**src/rtl/reset_seq_pkg.sv**
```systemverilog
// Shared types and constants for the sequenced reset generator.
package reset_seq_pkg;

  typedef enum logic [1:0] {
    RESET,
    HOLD,
    RELEASE,
    RUN
  } reset_seq_state_t;

  localparam int unsigned MAX_STAGES = 8;

  // Larger of two unsigned values, used to size the shared interval counter.
  function automatic int unsigned max_u(input int unsigned a, input int unsigned b);
    return (a > b) ? a : b;
  endfunction

endpackage

```
**src/rtl/rst_sync.sv**
```systemverilog
// Two-flop reset synchroniser: asserts asynchronously, deasserts on the
// second clock edge after the asynchronous reset is released.
module rst_sync (
  input  logic clk_i,
  input  logic arst_n_i,
  output logic srst_n_o
);

  logic [1:0] sync_q;

  // Shift a constant one through the chain; any low on arst_n_i clears it at once.
  always_ff @(posedge clk_i or negedge arst_n_i) begin
    if (!arst_n_i) begin
      sync_q <= 2'b00;
    end else begin
      sync_q <= {sync_q[0], 1'b1};
    end
  end

  assign srst_n_o = sync_q[1];

endmodule

```
**src/rtl/reset_seq.sv**
```systemverilog
// Sequenced reset generator: waits for a sustained clock lock, then releases
// the downstream resets one stage at a time and flags ready at the end.
module reset_seq
  import reset_seq_pkg::*;
#(
  parameter int unsigned HOLD_CYCLES = 1024,
  parameter int unsigned STAGES      = 3,
  parameter int unsigned STAGE_GAP   = 16
) (
  input  logic              clk,
  input  logic              rst_n,
  input  logic              clk_locked,
  input  logic              sw_rst,
  output logic [STAGES-1:0] rst_o,
  output logic              ready
);

  localparam int unsigned CNT_MAX = max_u(HOLD_CYCLES, STAGE_GAP);
  localparam int unsigned CNT_W   = (CNT_MAX > 1) ? $clog2(CNT_MAX) : 1;
  localparam int unsigned IDX_W   = $clog2(STAGES) + 1;

  // Reject parameter sets the sequencer cannot honour.
  if (HOLD_CYCLES < 1) begin : g_bad_hold
    $error("reset_seq: HOLD_CYCLES must be at least 1");
  end
  if (STAGES < 1 || STAGES > MAX_STAGES) begin : g_bad_stages
    $error("reset_seq: STAGES must be in 1..8");
  end
  if (STAGE_GAP < 1) begin : g_bad_gap
    $error("reset_seq: STAGE_GAP must be at least 1");
  end

  logic rst_n_sync;

  reset_seq_state_t  state_q, state_d;
  logic [CNT_W-1:0]  cnt_q, cnt_d;
  logic [IDX_W-1:0]  idx_q, idx_d;
  logic [STAGES-1:0] rst_q, rst_d;
  logic              ready_q, ready_d;
  logic              abort_c;

  // Local release of the asynchronous reset, aligned to clk.
  rst_sync u_rst_sync (
    .clk_i    (clk),
    .arst_n_i (rst_n),
    .srst_n_o (rst_n_sync)
  );

  assign abort_c = !clk_locked || sw_rst;

  // Sequencer state, counters and registered outputs.
  always_ff @(posedge clk or negedge rst_n_sync) begin
    if (!rst_n_sync) begin
      state_q <= RESET;
      cnt_q   <= '0;
      idx_q   <= '0;
      rst_q   <= '1;
      ready_q <= 1'b0;
    end else begin
      state_q <= state_d;
      cnt_q   <= cnt_d;
      idx_q   <= idx_d;
      rst_q   <= rst_d;
      ready_q <= ready_d;
    end
  end

  // Next-state and next-output logic; stages are released LSB first by shifting in zeros.
  always_comb begin
    state_d = state_q;
    cnt_d   = cnt_q;
    idx_d   = idx_q;
    rst_d   = rst_q;
    ready_d = ready_q;

    case (state_q)
      RESET: begin
        rst_d   = '1;
        ready_d = 1'b0;
        cnt_d   = '0;
        idx_d   = '0;
        if (!abort_c) begin
          state_d = HOLD;
        end
      end

      HOLD: begin
        if (abort_c) begin
          state_d = RESET;
          rst_d   = '1;
          ready_d = 1'b0;
          cnt_d   = '0;
          idx_d   = '0;
        end else if (cnt_q == CNT_W'(HOLD_CYCLES - 1)) begin
          cnt_d = '0;
          rst_d = rst_q << 1;
          if (STAGES == 1) begin
            state_d = RUN;
            ready_d = 1'b1;
            idx_d   = '0;
          end else begin
            state_d = RELEASE;
            idx_d   = IDX_W'(1);
          end
        end else begin
          cnt_d = cnt_q + CNT_W'(1);
        end
      end

      RELEASE: begin
        if (abort_c) begin
          state_d = RESET;
          rst_d   = '1;
          ready_d = 1'b0;
          cnt_d   = '0;
          idx_d   = '0;
        end else if (cnt_q == CNT_W'(STAGE_GAP - 1)) begin
          cnt_d = '0;
          rst_d = rst_q << 1;
          if (idx_q == IDX_W'(STAGES - 1)) begin
            state_d = RUN;
            ready_d = 1'b1;
          end else begin
            idx_d = idx_q + IDX_W'(1);
          end
        end else begin
          cnt_d = cnt_q + CNT_W'(1);
        end
      end

      RUN: begin
        if (abort_c) begin
          state_d = RESET;
          rst_d   = '1;
          ready_d = 1'b0;
          cnt_d   = '0;
          idx_d   = '0;
        end else begin
          rst_d   = '0;
          ready_d = 1'b1;
        end
      end

      default: begin
        state_d = RESET;
        rst_d   = '1;
        ready_d = 1'b0;
        cnt_d   = '0;
        idx_d   = '0;
      end
    endcase
  end

  assign rst_o = rst_q;
  assign ready = ready_q;

endmodule

```
**config.mk**
```make
export PLATFORM = sky130hd
export DESIGN_NAME = reset_seq
export DESIGN_NICKNAME = d
export VERILOG_FILES = /design/src/rtl/reset_seq_pkg.sv /design/src/rtl/rst_sync.sv /design/src/rtl/reset_seq.sv
export SDC_FILE = /design/constraint.sdc
export NUM_CORES = 1
export LEC_CHECK = 0
export CORE_MARGIN = 5
export CORE_UTILIZATION = 45
export CTS_BUF_LIST = sky130_fd_sc_hd__clkbuf_16
export CTS_CLUSTER_DIAMETER = 60
export DETAILED_ROUTE_END_ITERATION = 10
export PLACE_DENSITY = 0.69
export SLEW_MARGIN = 10
export SYNTH_ARGS = -nofsm -noshare
export SYNTH_HDL_FRONTEND = slang
export SYNTH_SLANG_ARGS = --single-unit
```
**constraint.sdc**
```tcl
create_clock -name clk -period 1 [get_ports clk]
set_input_delay 0.25 -clock clk [delete_from_list [all_inputs] [get_ports clk]]
set_output_delay 0.25 -clock clk [all_outputs]
set_load 0.05 [all_outputs]
```
==> results.sh <==
export IMPL_status="complete, but fails checks"
export IMPL_violations="negative setup slack"
export IMPL_worstSkewPairLatency_ps=260
export IMPL_synthArstFlopShare_pct=100
export IMPL_hp_class="in2async"
export IMPL_grt_max_degree=20
export IMPL_root_buffer="clkbuf_16"
export IMPL_hold_viol_final=0
export IMPL_reg2reg_slack_ps=-910
export IMPL_fin_util_pct=79.2
export IMPL_final_common_cell="buf_4"
export IMPL_initial_core_util_pct=46.3
export IMPL_drive_above_1_share_pct=57.7
export IMPL_wl_per_cell_um=20.6
export IMPL_fin_ws_ps=-907
export IMPL_r2r_cells=7
export IMPL_antenna_found_initial=0
export IMPL_avgSynthCellArea_um2=9.38
export IMPL_drt_iter0_drc=141
export IMPL_max_freq_mhz=525
export IMPL_dr_total_vias=1459
export IMPL_yosys_register_bits=21
export IMPL_num_antenna_cells=0
export IMPL_period_share_pct=191
export IMPL_h_tree_depth=1
export IMPL_yosys_area_share_simple_pct=23.5
export IMPL_synth_xor_area_share_pct=0
export IMPL_maxSlewViolCount=0
export IMPL_synth_nets=146
export IMPL_clock_power_share_pct=19.6
export IMPL_fin_skew_ps=2.49
export IMPL_crit_path_start_kind="register"
export IMPL_synth_edff_count=0
export IMPL_ys_seq_area_share_pct=41.8
export IMPL_required_ps=1130
export IMPL_peakVddDrop_uv=2650
export IMPL_p_leak_nw=1.00
export IMPL_die_w_um=63.0
export IMPL_worst_ep_arrival_time_ps=2040
export IMPL_path_class="reg2reg"
export IMPL_synth_distinct_cells=41
export IMPL_yosys_warnings=0
export IMPL_clk_pin_slew_ps=60
export IMPL_dr_pass1_iters=4
export IMPL_grt_pass1_vias=1499
export IMPL_layout_nets=220
export IMPL_cp_slowest_cell="dfrtp_1"
export IMPL_crit_fanout=4
export IMPL_cpPeakStageDelay_ps=440
export IMPL_synth_compound_area_share_pct=18.8
export IMPL_grt_overflow=0
export IMPL_ios=8
export IMPL_reg2reg_to="cnt_q[9]$_DFFE_PN0N_"
export IMPL_rows=19
export IMPL_dieArea_um2=3970
export IMPL_cts_tree="yes"
export IMPL_drv_cap=0
export IMPL_ant_nets=0
export IMPL_portBuffers=7
export IMPL_grt_pass1_wl_um=7580
export IMPL_crit_path_end_kind="register"
export IMPL_worstPathCellList="ha_4 -> and3b_2 -> o41ai_4 -> a21oi_2 -> buf_4 -> a21oi_2 -> o22ai_1"
export IMPL_cts_hold_buf=0
export IMPL_intPower_w=0.00287
export IMPL_dp_slack_ps=-1010
export IMPL_routabilityCongestion=0.990
export IMPL_syn_inst=135
export IMPL_die_y_um=63.0
export IMPL_grt_usage_pct=24.2
export IMPL_cts_sinks=21
export IMPL_synth_fa_ha_area_share_pct=6.92
export IMPL_cts_made_buffers=3
export IMPL_routed_wirelength_um=4910
export IMPL_synthFlopType="dfrtp_1"
export IMPL_fin_crit_ps=1910
export IMPL_layout_common_cells="buf_4, dfrtp_1, nand2_1"
export IMPL_syn_cell_area_um2=1270
export IMPL_synthMuxAreaShare_pct=5.43
export IMPL_cts_buffer_depth=2
export IMPL_rsz0062_at_grt="yes"
export IMPL_final_setup_viol_count=23
export IMPL_viasPerCell=6.10
export IMPL_synth_top_family_by_area="simple AND/OR/NAND/NOR gates"
export IMPL_crit_top_cell="a21oi_2"
export IMPL_combPwrFrac_pct=55.1
export IMPL_fillers=151
export IMPL_hpwlAfterDp_um=2610
export IMPL_drc=0
export IMPL_syn2layout_area_growth_pct=71.0
export IMPL_core_area_um2=2730
export IMPL_p_sw_w=0.00165
export IMPL_p_per_area_nw_per_um2=2090
export IMPL_seqPwrFrac_pct=25.3
export IMPL_p_sw_share_pct=36.5
export IMPL_path_delay_family="compound AO/OA/AOI/OAI gates"
export IMPL_path_buf_inv=1
export IMPL_r2r_start="state_q[1]$_DFFE_PN0P_"
-- final cells by class --
type / instances / area [um^2] / area share [%]
multi-input cells: 104 / 857 / 39.6
repair buffers: 73 / 636 / 29.3
flip-flops and latches: 21 / 532 / 24.6
clock buffers: 3 / 75.1 / 3.47
well taps: 31 / 38.8 / 1.79
inverters: 6 / 22.5 / 1.04
clock inverters: 1 / 5.00 / 0.231
-- sequential cells by signal, indices dropped and copies added (netlist names) --
name / count
state_q: 2
u_rst_sync.sync_q: 2
idx_q: 3
ready: 1
cnt_q: 10
rst_o: 3
-- worst reg2reg max path, stage by stage, from the launching register on --
cell	delay [ps]
dfrtp_1	440
ha_4	200
and3b_2	230
o41ai_4	390
a21oi_2	100
buf_4	170
a21oi_2	130
o22ai_1	110
-- kinds of logic (layout without fill, tap and decap cells) --
group,count (synthesis),in the layout
other cells,1,1
compound gates,35,35
mux,6,6
fa+ha+maj,7,7
buf+inv,10,83
flops,21,21
simple gates,55,55
-- power groups by stage --
stage	registers [W]	clock network, W	logic, W
floorplan	0.00135	0	0.000745
finish	0.00114	0.000886	0.00249
global placement	0.00115	0	0.00180
detailed placement	0.00116	0	0.00184
CTS	0.00114	0.000884	0.00230
global route	0.00116	0.000946	0.00261
-- per-layer routing --
layer / global-route usage (%) / routed length [um] / vias up
met4: 10.9 / 210 / 0
met5: 0 / 0 / -
li1: - / - / 633
met3: 5.40 / 315 / 25
met1: 29.9 / 2000 / 716
met2: 39.9 / 2390 / 85
-- how the worst max path moves through the flow --
stage	slack [ps]	cells past startpoint	from	endpoint
3_3_place_gp	-990	6	clk_locked	state_q[1]$_DFFE_PN0P_
6_report	-910	7	state_q[1]$_DFFE_PN0P_	cnt_q[9]$_DFFE_PN0N_
2_1_floorplan	-810	6	cnt_q[0]$_DFFE_PN0N_	state_q[1]$_DFFE_PN0P_
3_5_place_dp	-1010	6	clk_locked	state_q[1]$_DFFE_PN0P_
4_1_cts	-840	5	cnt_q[5]$_DFFE_PN0N_	state_q[1]$_DFFE_PN0P_
5_1_grt	-990	8	cnt_q[1]$_DFFE_PN0N_	cnt_q[9]$_DFFE_PN0N_
-- synth_stat cells (3+ instances only) --
master	number	share of area (%)
dfrtp_1	18	36
nand2_1	16	4.7
o21ai_0	12	4.7
nor2_1	10	3.0
nand3_1	8	3.2
a21oi_1	7	2.8
ha_1	7	6.9
inv_1	6	1.8
nand4_1	4	2.0
and3_1	3	1.5
buf_2	3	1.2
dfstp_2	3	6.2
mux2_2	3	2.7
o31ai_1	3	1.8
-- what timing repair did --
item	4_1_cts	5_1_grt
setup buffers	15	5
endpoints found under the hold margin	0	0
endpoints found under the setup margin	23	23
resized for setup	35	10
pin swaps	20	4
-- through the flow --
| stage | setup TNS (ps) | hold WS (ps) | cell area (um^2) | cells | total power (W) |
|---|---|---|---|---|---|
| 2_1_floorplan | -11290 | -45.6 | 1320 | 135 | 0.00210 |
| 3_3_place_gp | -16790 | 204 | 1800 | 216 | 0.00295 |
| 3_5_place_dp | -17700 | 217 | 1800 | 216 | 0.00300 |
| 4_1_cts | -14190 | 146 | 2090 | 234 | 0.00432 |
| 5_1_grt | -16590 | 136 | 2170 | 239 | 0.00472 |
| 6_report | -15240 | 141 | 2170 | 239 | 0.00452 |
Power figures use the tool's default switching activity.
